<file path="src/rtl/async_ctrl_pkg.sv">
// Shared types and sizing helpers for
// handshake controllers around delay lines.
`timescale 1ns/1ps
package async_ctrl_pkg;

  typedef enum logic [1:0] {
    IDLE    = 2'd0,
    WAIT_HI = 2'd1,
    HOLD    = 2'd2,
    WAIT_LO = 2'd3
  } arb_state_t;

  localparam int TIMEOUT_MAX = 65535;

  // counter only ever holds 0..timeout-1
  function automatic int cnt_width(input int timeout);
    return (timeout < 2) ? 1 : $clog2(timeout);
  endfunction

  localparam int CNT_W_MAX = cnt_width(TIMEOUT_MAX);

endpackage

</file>
<file path="src/rtl/sync2.sv">
// Two-flop synchronizer for an asynchronous
// completion input.
`timescale 1ns/1ps
module sync2 (
  input  logic clk,
  input  logic rst_n,
  input  logic d,
  output logic q
);

  logic meta;

  // capture then re-time to settle metastability
  always_ff @(posedge clk or negedge rst_n) begin
    if (!rst_n) begin
      meta <= 1'b0;
      q    <= 1'b0;
    end else begin
      meta <= d;
      q    <= meta;
    end
  end

endmodule

</file>
<file path="src/rtl/delay_arbiter.sv">
// Round-robin arbiter sharing one matched
// delay line between four-phase requesters.
`timescale 1ns/1ps
module delay_arbiter
  import async_ctrl_pkg::*;
#(
  parameter int N_REQ   = 4,
  parameter int TIMEOUT = 255
) (
  input  logic                     clk,
  input  logic                     rst_n,
  input  logic [N_REQ-1:0]         req,
  output logic [N_REQ-1:0]         ack,
  output logic [$clog2(N_REQ)-1:0] grant_id,
  output logic                     dly_in1,
  output logic                     dly_in2,
  input  logic                     dly_out,
  output logic                     busy,
  output logic                     timeout_err
);

  localparam int GW = $clog2(N_REQ);
  localparam int CW = cnt_width(TIMEOUT);

  localparam logic [GW-1:0]    GID_RST  = GW'(N_REQ - 1);
  localparam logic [CW-1:0]    CNT_LAST = CW'(TIMEOUT - 1);
  localparam logic [N_REQ-1:0] ONE      = N_REQ'(1);

  arb_state_t       state, state_nx;
  logic [N_REQ-1:0] ack_q, ack_nx;
  logic [GW-1:0]    gid_q, gid_nx;
  logic             dly_q, dly_nx;
  logic             err_q, err_nx;
  logic [CW-1:0]    cnt_q, cnt_nx;
  logic             out_s;

  sync2 u_sync (
    .clk   (clk),
    .rst_n (rst_n),
    .d     (dly_out),
    .q     (out_s)
  );

  // first set bit after the last grant, wrapping
  function automatic logic [GW-1:0] rr_pick(
    input logic [N_REQ-1:0] r,
    input logic [GW-1:0]    last
  );
    logic [GW-1:0] pick;
    int            idx;
    pick = last;
    for (int i = N_REQ; i >= 1; i--) begin
      idx = (int'(last) + i) % N_REQ;
      if (r[GW'(idx)]) pick = GW'(idx);
    end
    return pick;
  endfunction

  // state and registered outputs
  always_ff @(posedge clk or negedge rst_n) begin
    if (!rst_n) begin
      state <= IDLE;
      ack_q <= '0;
      gid_q <= GID_RST;
      dly_q <= 1'b0;
      err_q <= 1'b0;
      cnt_q <= '0;
    end else begin
      state <= state_nx;
      ack_q <= ack_nx;
      gid_q <= gid_nx;
      dly_q <= dly_nx;
      err_q <= err_nx;
      cnt_q <= cnt_nx;
    end
  end

  // handshake sequencing and watchdog
  always_comb begin
    state_nx = state;
    ack_nx   = ack_q;
    gid_nx   = gid_q;
    dly_nx   = dly_q;
    err_nx   = err_q;
    cnt_nx   = cnt_q;
    unique case (state)
      IDLE: begin
        if (|req) begin
          gid_nx   = rr_pick(req, gid_q);
          dly_nx   = 1'b1;
          cnt_nx   = '0;
          state_nx = WAIT_HI;
        end
      end
      WAIT_HI: begin
        if (out_s) begin
          ack_nx   = ONE << gid_q;
          state_nx = HOLD;
        end else if (cnt_q == CNT_LAST) begin
          err_nx   = 1'b1;
          dly_nx   = 1'b0;
          cnt_nx   = '0;
          state_nx = WAIT_LO;
        end else begin
          cnt_nx = cnt_q + 1'b1;
        end
      end
      HOLD: begin
        if (!req[gid_q]) begin
          dly_nx   = 1'b0;
          cnt_nx   = '0;
          state_nx = WAIT_LO;
        end
      end
      WAIT_LO: begin
        if (!out_s) begin
          ack_nx   = '0;
          state_nx = IDLE;
        end else if (cnt_q == CNT_LAST) begin
          err_nx   = 1'b1;
          ack_nx   = '0;
          state_nx = IDLE;
        end else begin
          cnt_nx = cnt_q + 1'b1;
        end
      end
      default: state_nx = IDLE;
    endcase
  end

  assign ack         = ack_q;
  assign grant_id    = gid_q;
  assign dly_in1     = dly_q;
  assign dly_in2     = dly_q;
  assign busy        = (state != IDLE);
  assign timeout_err = err_q;

endmodule

</file>
<file path="config.mk">
export PLATFORM = sky130hd
export DESIGN_NAME = delay_arbiter
export DESIGN_NICKNAME = d
export VERILOG_FILES = /design/src/rtl/async_ctrl_pkg.sv /design/src/rtl/sync2.sv /design/src/rtl/delay_arbiter.sv
export SDC_FILE = /design/constraint.sdc
export NUM_CORES = 1
export LEC_CHECK = 0
export CELL_PAD_IN_SITES_DETAIL_PLACEMENT = 0
export CELL_PAD_IN_SITES_GLOBAL_PLACEMENT = 1
export CORE_MARGIN = 1.5
export CORE_UTILIZATION = 42
export CTS_CLUSTER_DIAMETER = 50
export DETAILED_ROUTE_END_ITERATION = 7
export PLACE_DENSITY = 0.76
export SYNTH_ARGS = -nofsm -noshare
export SYNTH_HDL_FRONTEND = slang
export SYNTH_SLANG_ARGS = --single-unit
</file>
<file path="constraint.sdc">
create_clock -name clk -period 2.74 [get_ports clk]
set_input_delay 0.822 -clock clk [delete_from_list [all_inputs] [get_ports clk]]
set_output_delay 0.822 -clock clk [all_outputs]
set_load 0.02 [all_outputs]
</file>
== Yosys cells after proc, flatten, opt, wreduce, memory -nomap -nowiden ==
Index checks and enable logic that the tools add are counted.
W data, S select, Z words.
Word-level totals
  word-level logic and storage cells: 89
  input port bits: 7
  flip-flop bits (word level): 20
Cells by class
  mux-type cells: 45
  eq/ne operators: 13
  add/sub/neg operators: 5
  reductions and logical operators: 12
  $lt $le $gt $ge: 5
  shifts and indexed selects: 1
Operators by type and width (count)
  $mux W8: 6
  $pmux W8 S4: 1
  $mux W2: 10
  $lt A2 B4 Y1 const B: 4
  $mux W1: 16
  $mux W4: 3
  $bmux W1 S2: 5
  $ne A2 B2 Y1 const B: 5
  $reduce_and A5 Y1: 2
  $reduce_and A3 Y1: 3
  $add A8 B1 Y8 const B: 1
  $eq A8 B8 Y1 const B: 1
  $pmux W2 S4: 1
  $pmux W4 S2: 1
  $add A2 B1 Y2 const B: 2
  $add A2 B2 Y2 const B: 2
  $eq A2 B2 Y1 const B: 2
  $ne A2 B1 Y1 const B: 2
  $reduce_and A4 Y1: 1
  $reduce_bool A2 Y1: 2
  $reduce_bool A4 Y1: 1
  $reduce_or A4 Y1: 1
  $shl A1 B2 Y4 const A: 1
  $lt A2 B3 Y1 const B: 1
  7 further kinds: 7

== Longest topological paths before layout ==
  depth in word-level cells: 8
  depth in mapped cells: 7
  mapped depth without buffers: 6

== Modules after synthesis ==
Synthesis repeated with hierarchy kept, for this count alone.
Unflattened totals
  cells, all modules: 140
  area, all modules: 1376.3 sq um
By module, submodules not included
  delay_arbiter: instances 1, area each 1326.3 sq um, cells each 138
  sync2: instances 1, area each 50.0 sq um, cells each 2

== Worst setup path before layout ==
Ideal clock, no wire load.
  path kind: input-to-reg
  start: in req[3]
  end: reg cnt_q[0]
  stages on the path: 5
  path slack: 0.393 ns
  path buffers: 1
  arrival: 2.223 ns
  cells stage by stage: mux4_2 > a32o_1 > buf_6 > nor3b_1 > mux2_2
On the way
  cells in the longest elaborated chain, start to end: 4
  elaborated cells between the ends (all ways): 6
  classes of those cells: 2 x eq/ne; 2 x mux; 2 x reduce/logical
RTL lines
  from (decl): line delay_arbiter.sv:12  | input logic [N_REQ-1:0] req,
  $bmux W1 S2: line delay_arbiter.sv:109  | if (!req[gid_q]) begin
  $mux W1 (not written as such): line delay_arbiter.sv:109
  $ne A2 B2 Y1 (no source line)
  $reduce_and A5 Y1 (no source line) *
  to (signal assigned): line delay_arbiter.sv:74  | cnt_q <= cnt_nx;
  to (decl): line delay_arbiter.sv:34  | logic [CW-1:0] cnt_q, cnt_nx;
Mark *: on every way between the ends. The rest lies on a longest branch, timed or not. The select of a mux whose other input is x is not followed.
A chain may end at the register's enable or synchronous reset.

== Final worst setup path ==
Same ends and word-level chain as after synthesis.

==> impl_metrics.csv <==
group,metric,value,unit
finish,syn_to_final_growth,21.8,%
sta,setup-violations-final,0,
synthesis,synth.top_cell.area_share,34.6,%
cts,clock-sinks,20,
floorplan,rows,20,
cts,cts_root_buf,"clkbuf_4",
finish,drive_above_1_share,15.1,%
sta,slew_violations,0,
cts,cts_max_path_buffers,2,
finish,nNetsFinal,171,
finish,final_area,0.00159,sq mm
global_routing,grt_pass1_wl,4.62,mm
synthesis,ys_seq_area_share,38.6,%
power_and_ir_drop,powerDensity,998,mW/mm^2
synthesis,yosysWarnings,0,
finish,mostFrequentLayoutCell,"dfrtp_1",
finish,post-route-util,52.8,%
cts,insertion_delay,310,ps
floorplan,core_region_area,0.00300,sq mm
route,drt.antenna.violating_nets,0,
critical_path,required,2950,ps
synthesis,avgSynthCellArea,10.4,sq um
sta,layout_setup_ws,153,ps
global_routing,antenna_found_initial,0,
sta,max_freq,0.387,GHz
synthesis,synth-seq-cells,20,
min_path,hold_class,"reg -> reg",
critical_path,cp-start-kind,"input port",
route,drt_iter0_markers,44,
sta,rsz0062_at_grt,"no",
floorplan,die_h,58.7,um
power_and_ir_drop,leakage,0.685,nW
cts,cts_tree,"built",
place,hpwl,2.07,mm
route,routed_wl,2.71,mm
floorplan,dieWidth,58.7,um
floorplan,dieArea,0.00344,sq mm
route,wire_per_inst,14.7,um
synthesis,synth_fp_nets,143,
route,viasPerCell,5.88,
synthesis,synthDistinctLibCells,37,
flow_run,cap_violations,0,
critical_path,arrival,2800,ps
floorplan,initial_core_util,43.4,%
place,place.gp.congestion,0.779,
sta,period_needed,2590,ps
route,drt_pass1_iterations,4,
critical_path,critPathKind,"in -> reg",
critical_path,path_max_fanout,12,
run_status,status,"complete, no violations",
finish,antennaDiodeCount,0,
synthesis,synth.top_cells.by_area,"dfrtp_1 (35%), ha_1 (11%), o31ai_1 (4.6%), dfstp_2 (4.0%), a32o_1 (3.8%)",
cts,htree_levels,1,
sta,tightest_slew,411,ps
global_routing,grtUsageTotal,17.5,%
critical_path,worst-r2r-setup-slack,510,ps
finish,nFillCells,283,
synthesis,netlist_area,0.00130,sq mm
global_routing,grt_pass1_vias,1029,
cts,clkTransAtPathRegs,120,ps
route,vias,1088,
cts,cts_buffers,3,
global_routing,grt_max_degree,15,
sta,slew-limit-headroom,72.6,%
finish,stdcell_count,185,
finish,most-common-layout-cells,"dfrtp_1 (17), clkdlybuf4s50_1 (15), buf_4 (12), ha_1 (11)",
sta,finalCritPeriodShare,94.4,%
synthesis,syn_inst,125,
floorplan,io_pins,17,
power_and_ir_drop,vdd_drop_max,0.496,mV
route,drc,0,
place,dp_cells,181,
sta,finalHoldViolations,0,
power_and_ir_drop,total_power,1.58,mW
synthesis,yosysTopAreaCell,"dfrtp_1",
global_routing,grt.overflow.total,0,
critical_path,end_kind,"flop",
place,preCtsSetupSlack,-201,ps
sta,finalClockSkew,13.2,ps
place,io_buffers,16,
place,placed_area,0.00156,sq mm
[state kept, by name, summed over array words and instances, names as in the netlist]
name	flops
ack	4
dly_in1	1
state	2
cnt_q	8
grant_id	2
timeout_err	1
u_sync.meta	1
u_sync.q	1
[cells in the mapped netlist]
| library cell | count |
|---|---|
| o21ai_0 | 2 |
| buf_6 | 2 |
| nand2_1 | 4 |
| o31a_1 | 1 |
| o31ai_1 | 8 |
| a21oi_1 | 9 |
| and3_1 | 1 |
| a32o_1 | 5 |
| o2111ai_1 | 1 |
| nand2b_1 | 3 |
| o22ai_1 | 1 |
| nor3_1 | 1 |
| clkbuf_1 | 2 |
| buf_4 | 1 |
| o211ai_1 | 1 |
| mux4_2 | 2 |
| mux2i_1 | 3 |
| inv_1 | 9 |
| nor2_1 | 7 |
| ha_1 | 11 |
| a21o_1 | 1 |
| dfrtp_1 | 18 |
| and2_1 | 1 |
| a2bb2oi_1 | 1 |
| o41ai_1 | 1 |
| a211oi_1 | 1 |
| nand3_1 | 7 |
| a22o_1 | 1 |
| xnor2_1 | 1 |
| and4_1 | 1 |
| o32a_1 | 1 |
| mux4_1 | 1 |
| mux2_2 | 3 |
| nand4_1 | 4 |
| dfstp_2 | 2 |
| nor3b_1 | 1 |
| or4_1 | 6 |
[final timing paths]
kind,startpoint,to,depth (start not counted)
setup / recovery,req[3],cnt_q[0],5
hold / removal,u_sync.meta,u_sync.q,0
setup reg to reg,grant_id[0],cnt_q[0],4
hold reg to reg,u_sync.meta,u_sync.q,0
max in group asynchronous,rst_n,state[0],2
min in group asynchronous,rst_n,timeout_err,1
[where the power goes]
group,leakage (nW),switching (mW),internal (mW)
clock network,0.0150,0.0908,0.0569
logic,0.414,0.482,0.468
registers,0.256,0.0916,0.394
[timing repair]
item / CTS / global route
hold buffers: 0 / 0
gates resized for setup: 0 / 2
hold endpoints to repair: 0 / 0
buffers inserted: 0 / 0
endpoints found under the setup margin: 0 / 1
[kinds of logic (layout without fill, tap and decap cells)]
family          Yosys count  count (layout)  synth area share (%)
xor+xnor                  1               1                 0.673
buf+inv                  14              41                  5.48
flops                    20              20                  38.6
compound gates           34              34                  19.0
simple gates             36              36                  15.3
mux                       9               9                  10.4
fa+ha+maj                11              11                  10.6
[final cells by class]
type | instances | area (sq um) | area share, %
timing repair buffer | 28 | 253 | 15.9
multi-input combinational | 91 | 728 | 45.9
tap | 33 | 41.3 | 2.60
clock buffer | 4 | 26.3 | 1.66
sequential | 20 | 504 | 31.8
inverter | 9 | 33.8 | 2.13
[worst max-delay path, stage by stage]
cell	delay [ps]
clkdlybuf4s50_1	420
mux4_2	480
a32o_1	360
nor3b_1	340
mux2_2	380
[metal layers]
layer / wire length [um] / up-vias / track usage, % / share of wire, %
li1: - / 537 / - / -
met1: 1280 / 531 / 23.1 / 47
met2: 1320 / 18 / 29.5 / 49
met3: 98 / 2 / 4.62 / 3.6
met4: 16 / 0 / 2.92 / 0.59
met5: 0 / - / 0 / 0
[per-stage QoR]
step           TNS (ps)  hold WS (ps)
6_report              0           368
5_1_grt               0           380
4_1_cts               0           370
3_5_place_dp      -1580           341
3_3_place_gp       -830           335
2_1_floorplan         0           331
No activity file was read; power rests on OpenSTA's default activity.
